<file path="config.mk">
export PLATFORM = sky130hd
export DESIGN_NAME = axi4lite_indirect_bank
export DESIGN_NICKNAME = d
export VERILOG_FILES = /design/src/rtl/axi4lite_indirect_bank.sv
export SDC_FILE = /design/constraint.sdc
export NUM_CORES = 1
export LEC_CHECK = 0
export ABC_AREA = 1
export CAP_MARGIN = 20
export CORE_UTILIZATION = 63
export DETAILED_ROUTE_END_ITERATION = 8
export DONT_BUFFER_PORTS = 1
export MAX_ROUTING_LAYER = met4
export PLACE_DENSITY_LB_ADDON = 0.08
export SLEW_MARGIN = 20
export SYNTH_ARGS = -nofsm -noshare
export SYNTH_HDL_FRONTEND = slang
export SYNTH_SLANG_ARGS = --single-unit
</file>
<file path="constraint.sdc">
create_clock -name i_clk -period 4.2 [get_ports i_clk]
set_clock_uncertainty 0.15 [all_clocks]
set_input_delay 0.63 -clock i_clk [delete_from_list [all_inputs] [get_ports i_clk]]
set_output_delay 0.63 -clock i_clk [all_outputs]
set_load 0.005 [all_outputs]
</file>
<file path="src/rtl/axi4lite_indirect_bank.sv">
// axi4lite_indirect_bank
//   A bank of CHANNELS indirect register arrays behind one AXI4-Lite slave.
//   Each channel exposes an INDEX/DATA window onto ENTRIES words of WIDTH bits,
//   plus CTRL (auto-increment, set-only lock) and STATUS (sticky range error).
//   Channel c is at c*0x10: +0x0 INDEX, +0x4 DATA, +0x8 CTRL, +0xC STATUS.
//
// Ports
//   i_clk, i_rst            clock, synchronous active-high reset
//   i_aw*/o_awready         write address channel
//   i_w*/o_wready           write data channel (32-bit data, 4 byte strobes)
//   o_b*/i_bready           write response channel
//   i_ar*/o_arready         read address channel
//   o_r*/i_rready           read data channel
//   i_write_enable          per-channel hardware gate on DATA writes
//   o_value                 all storage words, channel-major
//   o_locked                per-channel lock state
//
// Optional feature macro: AXI_INDIRECT_BANK_ERROR_EN
//   Defined: unmapped addresses, STATUS writes and out-of-range DATA accesses
//   answer SLVERR. Undefined: those accesses answer OKAY.

module axi4lite_indirect_bank #(
   parameter int unsigned      ADDRESS_WIDTH = 8,
   parameter int unsigned      CHANNELS      = 2,
   parameter int unsigned      ENTRIES       = 8,
   parameter int unsigned      WIDTH         = 8,
   parameter logic [WIDTH-1:0] INITIAL_VALUE = '0,
   parameter bit               WRITE_FIRST   = 1'b1
) (
   input  logic                               i_clk,
   input  logic                               i_rst,
   input  logic                               i_awvalid,
   output logic                               o_awready,
   input  logic [ADDRESS_WIDTH-1:0]           i_awaddr,
   input  logic                               i_wvalid,
   output logic                               o_wready,
   input  logic [31:0]                        i_wdata,
   input  logic [3:0]                         i_wstrb,
   output logic                               o_bvalid,
   input  logic                               i_bready,
   output logic [1:0]                         o_bresp,
   input  logic                               i_arvalid,
   output logic                               o_arready,
   input  logic [ADDRESS_WIDTH-1:0]           i_araddr,
   output logic                               o_rvalid,
   input  logic                               i_rready,
   output logic [31:0]                        o_rdata,
   output logic [1:0]                         o_rresp,
   input  logic [CHANNELS-1:0]                i_write_enable,
   output logic [CHANNELS*ENTRIES*WIDTH-1:0]  o_value,
   output logic [CHANNELS-1:0]                o_locked
);

`ifdef AXI_INDIRECT_BANK_ERROR_EN
   localparam bit ERR_EN = 1'b1;
`else
   localparam bit ERR_EN = 1'b0;
`endif

   localparam int unsigned IW  = (ENTRIES > 2) ? $clog2(ENTRIES) : 1;
   localparam int unsigned CIW = (CHANNELS > 1) ? $clog2(CHANNELS) : 1;

   typedef enum logic [1:0] {StIdle, StWresp, StRdata} state_t;

   state_t              r_state;
   logic [WIDTH-1:0]    r_mem [CHANNELS][ENTRIES];
   logic [IW-1:0]       r_index [CHANNELS];
   logic [CHANNELS-1:0] r_auto;
   logic [CHANNELS-1:0] r_lock;
   logic [CHANNELS-1:0] r_rerr;
   logic                r_bvalid;
   logic [1:0]          r_bresp;
   logic                r_rvalid;
   logic [1:0]          r_rresp;
   logic [31:0]         r_rdata;

   function automatic logic [31:0] f_merge(input logic [31:0] old_v, input logic [31:0] new_v,
                                           input logic [3:0] strb);
      logic [31:0] res;
      for (int b = 0; b < 4; b++) begin
         res[8*b +: 8] = strb[b] ? new_v[8*b +: 8] : old_v[8*b +: 8];
      end
      return res;
   endfunction

   // Address decode; the channel field is compared at full width so that
   // unmapped channels are caught before the truncated index is used.
   logic [31:0]   w_aw_chan, w_ar_chan;
   logic          w_aw_map, w_ar_map;
   logic [CIW-1:0] w_awch, w_arch;
   logic [1:0]    w_awoff, w_aroff;
   logic [IW-1:0] w_wr_idx, w_rd_idx, w_wr_idx_next, w_rd_idx_next;
   logic          w_wr_inr, w_rd_inr;
   logic [31:0]   w_idx_merged, w_mem_merged;
   logic          w_wr_take, w_rd_take, w_wr_err;
   logic [31:0]   w_rd_data;
   logic          w_rd_err;

   assign w_aw_chan = 32'(i_awaddr >> 4);
   assign w_ar_chan = 32'(i_araddr >> 4);
   assign w_aw_map  = (w_aw_chan < CHANNELS);
   assign w_ar_map  = (w_ar_chan < CHANNELS);
   assign w_awch    = w_aw_chan[CIW-1:0];
   assign w_arch    = w_ar_chan[CIW-1:0];
   assign w_awoff   = i_awaddr[3:2];
   assign w_aroff   = i_araddr[3:2];

   assign w_wr_idx = r_index[w_awch];
   assign w_rd_idx = r_index[w_arch];
   assign w_wr_inr = (32'(w_wr_idx) < ENTRIES);
   assign w_rd_inr = (32'(w_rd_idx) < ENTRIES);
   // Out-of-range indices also wrap to zero.
   assign w_wr_idx_next = (32'(w_wr_idx) >= ENTRIES - 1) ? '0 : w_wr_idx + IW'(1);
   assign w_rd_idx_next = (32'(w_rd_idx) >= ENTRIES - 1) ? '0 : w_rd_idx + IW'(1);

   assign w_idx_merged = f_merge(32'(w_wr_idx), i_wdata, i_wstrb);
   assign w_mem_merged = f_merge(32'(r_mem[w_awch][w_wr_idx]), i_wdata, i_wstrb);

   assign w_wr_take = !i_rst && (r_state == StIdle) && i_awvalid && i_wvalid &&
                      (WRITE_FIRST || !i_arvalid);
   assign w_rd_take = !i_rst && (r_state == StIdle) && i_arvalid && !w_wr_take;

   assign w_wr_err = ERR_EN && (!w_aw_map || (w_awoff == 2'd3) ||
                                ((w_awoff == 2'd1) && !w_wr_inr));

   always_comb begin
      w_rd_data = '0;
      w_rd_err  = 1'b0;
      if (!w_ar_map) begin
         w_rd_err = ERR_EN;
      end else begin
         case (w_aroff)
            2'd0: w_rd_data = 32'(w_rd_idx);
            2'd1: begin
               if (w_rd_inr) w_rd_data = 32'(r_mem[w_arch][w_rd_idx]);
               else          w_rd_err  = ERR_EN;
            end
            2'd2: w_rd_data = {30'b0, r_lock[w_arch], r_auto[w_arch]};
            default: w_rd_data = {16'b0, 8'(ENTRIES - 1), 7'b0, r_rerr[w_arch]};
         endcase
      end
   end

   always_ff @(posedge i_clk) begin
      if (i_rst) begin
         r_state  <= StIdle;
         r_bvalid <= 1'b0;
         r_bresp  <= 2'b00;
         r_rvalid <= 1'b0;
         r_rresp  <= 2'b00;
         r_rdata  <= '0;
         r_auto   <= '0;
         r_lock   <= '0;
         r_rerr   <= '0;
         for (int c = 0; c < CHANNELS; c++) begin
            r_index[c] <= '0;
            for (int e = 0; e < ENTRIES; e++) r_mem[c][e] <= INITIAL_VALUE;
         end
      end else begin
         unique case (r_state)
            StIdle: begin
               if (w_wr_take) begin
                  r_bvalid <= 1'b1;
                  r_bresp  <= w_wr_err ? 2'b10 : 2'b00;
                  r_state  <= StWresp;
                  if (w_aw_map) begin
                     case (w_awoff)
                        2'd0: r_index[w_awch] <= w_idx_merged[IW-1:0];
                        2'd1: begin
                           if (w_wr_inr && !r_lock[w_awch] && i_write_enable[w_awch])
                              r_mem[w_awch][w_wr_idx] <= w_mem_merged[WIDTH-1:0];
                           if (!w_wr_inr) r_rerr[w_awch] <= 1'b1;
                           if (r_auto[w_awch]) r_index[w_awch] <= w_wr_idx_next;
                        end
                        2'd2: begin
                           if (i_wstrb[0]) begin
                              r_auto[w_awch] <= i_wdata[0];
                              if (i_wdata[1]) r_lock[w_awch] <= 1'b1;
                              if (i_wdata[2]) r_rerr[w_awch] <= 1'b0;
                           end
                        end
                        default: ;
                     endcase
                  end
               end else if (w_rd_take) begin
                  r_rvalid <= 1'b1;
                  r_rdata  <= w_rd_data;
                  r_rresp  <= w_rd_err ? 2'b10 : 2'b00;
                  r_state  <= StRdata;
                  if (w_ar_map && (w_aroff == 2'd1)) begin
                     if (!w_rd_inr) r_rerr[w_arch] <= 1'b1;
                     if (r_auto[w_arch]) r_index[w_arch] <= w_rd_idx_next;
                  end
               end
            end
            StWresp: begin
               if (i_bready) begin
                  r_bvalid <= 1'b0;
                  r_state  <= StIdle;
               end
            end
            StRdata: begin
               if (i_rready) begin
                  r_rvalid <= 1'b0;
                  r_state  <= StIdle;
               end
            end
            default: r_state <= StIdle;
         endcase
      end
   end

   assign o_awready = w_wr_take;
   assign o_wready  = w_wr_take;
   assign o_arready = w_rd_take;
   assign o_bvalid  = r_bvalid;
   assign o_bresp   = r_bresp;
   assign o_rvalid  = r_rvalid;
   assign o_rdata   = r_rdata;
   assign o_rresp   = r_rresp;
   assign o_locked  = r_lock;

   for (genvar c = 0; c < CHANNELS; c++) begin : g_chan
      for (genvar e = 0; e < ENTRIES; e++) begin : g_entry
         assign o_value[(c*ENTRIES+e)*WIDTH +: WIDTH] = r_mem[c][e];
      end
   end

   logic w_unused;
   assign w_unused = ^{i_awaddr[1:0], i_araddr[1:0], w_aw_chan, w_ar_chan, w_idx_merged,
                       w_mem_merged};

endmodule

</file>
-- Yosys cells after proc, flatten, opt, wreduce, memory -nomap -nowiden
Memory sizes are Yosys's and may differ from the RTL's.
Cells that the tools add are included.
- flip-flop bits (word level): 42
- bits in latches: 0
- memory bits (writable): 134
- bits in read-only memories: 0
- memories: 2
- add/sub/neg operators: 2
- $mul: 0
- divide/modulo/power cells: 0
- $lt $le $gt $ge: 10
- eq/ne operators: 12
- shift operators: 0
- multiplexer cells: 80
- bitwise logic cells: 7
- reduce and logical (&&, ||, !) cells: 27
- memory list (memory ; depth ; width ; rd ports ; clocked after memory_dff ; wr ports ; RTL line ; RTL):
    r_mem ; 2 ; 64 ; 4 ; 0 ; 2 ; 66 ; logic [WIDTH-1:0] r_mem [CHANNELS][ENTRIES];
    r_index ; 2 ; 3 ; 2 ; 0 ; 2 ; 67 ; logic [IW-1:0] r_index [CHANNELS];
- operators by type and width (kind ; number):
    2-to-1 mux 64 bit ; 3
    OR reduction 64 bit ; 1
    2-to-1 mux 1 bit ; 51
    binary-select mux 8 bit (select 3 bit) ; 2
    2-to-1 mux 8 bit ; 6
    one-hot mux 11 bit (3 select lines) ; 1
    2-to-1 mux 32 bit ; 1
    demux 8 bit (select 3 bit) ; 1
    2-to-1 mux 3 bit ; 6
    AND reduction 6 bit ; 2
    inequality test 2 bit, second input constant ; 5
    logical AND 1 bit ; 9
    AND reduction 3 bit ; 3
    greater-or-equal comparator 4 bit, second input constant ; 2
    < comparator 4 x 2 -> 1 bit, second input constant ; 2
    2-to-1 mux 2 bit ; 4
    inverter 3 -> 4 bit ; 2
    adder 3 x 1 -> 3 bit, second input constant ; 2
    equality test 2 x 1 -> 1 bit, second input constant ; 3
    equality test 2 bit, second input constant ; 3
    greater-or-equal comparator 3 bit, second input constant ; 2
    logical NOT 2 bit ; 3
    one-hot mux 2 bit (3 select lines) ; 1
    OR reduction 3 bit ; 2
    other kinds (16) ; 21

-- Depth between registers and ports, before layout
- depth in word-level cells: 13
- mapped depth: 14

-- Worst setup path after synthesis
Ideal clock, no wire load.
- path type: input -> register
- start point: input i_rst
- end point: memory r_mem[1][56] in the netlist's numbering, enable pin
- library setup time: 0.384 ns
- arrival time: 2.246 ns
- required time: 3.666 ns
- setup slack: 1.420 ns
- stages: 9
- buffers on the path: 2
- path through: clkbuf_1 > inv_1 > nand4_1 > inv_2 > nand3_1 > inv_1 > nand2_4 > buf_6 > o21ai_0
- RTL lines (item ; RTL line ; RTL):
    start: declaration ; 31 ; input logic i_rst,
    end: declaration ; 66 ;

==> qor.csv <==
stage,metric,value,unit
detailed_routing,ant_nets,0,
sta,holdWs,120,ps
global_route,grt_pass1_vias,7116,
worst_setup_path,worstSetupStartpointType,flop,
detailed_routing,wl_met1,9730,um
synthesis,yosysTopAreaCellShare,44.5,%
sta,relSlewSlack,28.7,%
sta,period_minus_slack,3010,ps
detailed_routing,drt_iter0_markers,928,
synthesis,synth_area_leaders,"edfxtp_1 45%, nand2_1 16%, nor2_1 7.6%",
final_layout,area_growth,5.35,%
sta,finalSetupViolCount,0,
die,rows,43,
outcome,outcome,completed,
clocking,cts_made_buffers,17,
power_and_ir_drop,power_density,389,mW/mm^2
sta,fin_tns_setup,0,ps
worst_setup_path,cp-end-kind,flop,
synthesis,ys_seq_area_share,48.8,%
die,die_area,0.0148,mm^2
detailed_routing,route.detailed.drc,0,
detailed_routing,met3_length,3680,um
power_and_ir_drop,peakVddDrop,0.325,mV
worst_setup_path,worstSetupPathType,reg2reg,
power_and_ir_drop,p_leak,0.00411,uW
clocking,cts_root_buffer,clkbuf_16,
clocking,ctsHoldBuffers,0,
worst_setup_path,worstPathArrival,2900,ps
synthesis,synthDistinctLibCells,37,
global_route,grt_overflow_total,0,
clocking,clockBufferDepth,2,
final_layout,drive_above_1_share,7.42,%
global_route,grt_max_degree,113,
die,pin_count,232,
final_layout,nNetsFinal,1199,
worst_setup_path,worst-path-buf-inv,2,
global_route,antenna_found_initial,0,
worst_setup_path,slowest_delay,870,ps
synthesis,yosys_most_used_dff,edfxtp_1,
run,maxCapViolations,0,
hold_path,hold_depth,1,
worst_setup_path,cp_slowest_cell,a21oi_1,
clocking,cts_resized,0,
sta,post-route-period-util,71.6,%
synthesis,yosysTopAreaCell,edfxtp_1,
worst_setup_path,critPathTopFamily,compound AO/OA/AOI/OAI gates,
placed_design,hpwl,18500,um
final_layout,multi_input_area,0.00384,mm^2
synthesis,yosys.cell_count.top_type,nand2_1,
synthesis,netlist_top_cells_count,"385 x nand2_1, 183 x nor2_1, 134 x edfxtp_1",
die,die-width,122,um
worst_setup_path,crit_fanout,17,
worst_setup_path,reg2regPathDepth,9,
clocking,path_clk_slew,60,ps
hold_path,hp-class,in2reg,
worst_setup_path,cp.depth,9,
detailed_routing,avgViaCountPerCell,5.93,
synthesis,yosys_warnings,0,
clocking,cts_tree,built,
detailed_routing,drt-pass1-iter-count,8,
final_layout,nFillCells,1174,
placed_design,port_buffers,0,
die,die_y,122,um
synthesis,syn_avg_cell_area,7.79,um^2
sta,rsz0062_at_grt,false,
synthesis,ys_ff_latch,153,
synthesis,synth_edf_count,134,
clocking,cts.sinks,153,
sta,drv_slew,0,
placed_design,gp_congestion,0.943,
clocking,insertion_delay,430,ps
final_layout,seq_area,0.00440,mm^2
global_route,grt_usage,37.4,%
sta,hold_violations,0,
detailed_routing,wl_per_cell,20.0,um
synthesis,syn_inst,1159,
global_route,grt_pass1_wl,39300,um
clocking,post_cts_buffers,0,
synthesis,ys_async_sr_fraction,0,%
clocking,htreeDepth,4,
synthesis,syn-cell-area,0.00903,mm^2
final_layout,diodes,0,
worst_setup_path,crit_path_cell_trace,"nor2_1, nand4_1, inv_2, nand3_1, inv_1, nand2_4, nand2_1, o21ai_1, a21oi_1",
detailed_routing,wirelength,26500,um
die,core-area,0.0139,mm^2
sta,worst_pin_slew,1070,ps
detailed_routing,topRoutingLayerUsed,met4,
worst_setup_path,critPathRequiredTime,4090,ps
detailed_routing,vias,7864,
sta,clock.fmax,0.332,GHz
detailed_routing,wl_met2,12200,um
die,initial_utilization,64.8,%
-- where the power goes --
group          total [uW]  internal (uW)  switching, uW  leakage (uW)
Sequential           1750           1700           52.3       0.00154
Combinational         371            105            266       0.00229
Clock                1580            987            592      0.000283
Total                3700           2790            910       0.00411
-- cells in the final DEF, fill, tap and decap left out, drive strengths merged --
cell and count:
nand2 407, nor2 189, edfxtp 134, o21ai 133
inv 88, nand3 31, conb 25, a21oi 23
clkbuf 22, dfxtp 19, buf 14, o211ai 12
nor3 9, nand4 7, mux2i 6, a31oi 5
clkinv 5, ha 4, bufinv 4, or2 2
o21bai 2, o21a 1, o32ai 1, a31o 1
a22o 1, clkinvlp 1
-- final timing paths --
path / from / endpoint / slack (ps)
setup / recovery: r_state[0] / r_mem[1][2] / 1190
hold / removal: i_rst / o_rdata[9] / 120
setup reg to reg: r_state[0] / r_mem[1][2] / 1190
hold reg to reg: r_auto[1] / r_auto[1] / 330
-- cell families (layout without fill, tap and decap cells) --
group,after synthesis,after routing,share of synthesized area (%)
flops,153,153,48.8
fa+ha+maj,4,4,0.554
mux,6,6,0.665
simple gates,645,645,29.4
buf+inv,171,134,9.71
compound gates,179,179,10.9
other cells,1,25,0.0415
-- per-layer routing --
layer / GRT usage [%] / vias to the layer above
met5: - / -
met4: 17.2 / 0
met3: 12.0 / 73
met2: 56.4 / 558
met1: 45.7 / 3574
li1: - / 3659
-- cell type report --
cell class              instances  share of cell area (%)
multi-input cells             859                    40.4
repair buffers                 14                    1.24
inverters                      89                    3.51
flip-flops and latches        153                    46.3
clock inverters                 9                    1.56
well taps                     180                    2.37
clock buffers                  22                    4.67
-- state kept, by name (all words and copies together), names as in the netlist --
name,count
r_auto,2
r_state,2
r_mem,128
o_rvalid,1
r_index,6
o_rdata,9
r_rerr,2
o_locked,2
o_bvalid,1
-- through the flow --
| step | power, uW | util (%) | std cells | setup WS, ps | instance area (um^2) |
|---|---|---|---|---|---|
| floorplan | 2080 | - | 1183 | 1420 | 9120 |
| global placement | 2140 | 64.0 | 1295 | 1020 | 8920 |
| detailed placement | 2140 | 64.0 | 1295 | 1040 | 8920 |
| CTS | 3690 | 68.3 | 1326 | 1220 | 9520 |
| global route | 3800 | 68.3 | 1326 | 1000 | 9520 |
| finish | 3700 | 68.3 | 1326 | 1190 | 9520 |
Note: power is estimated with default switching activity, not from simulation.
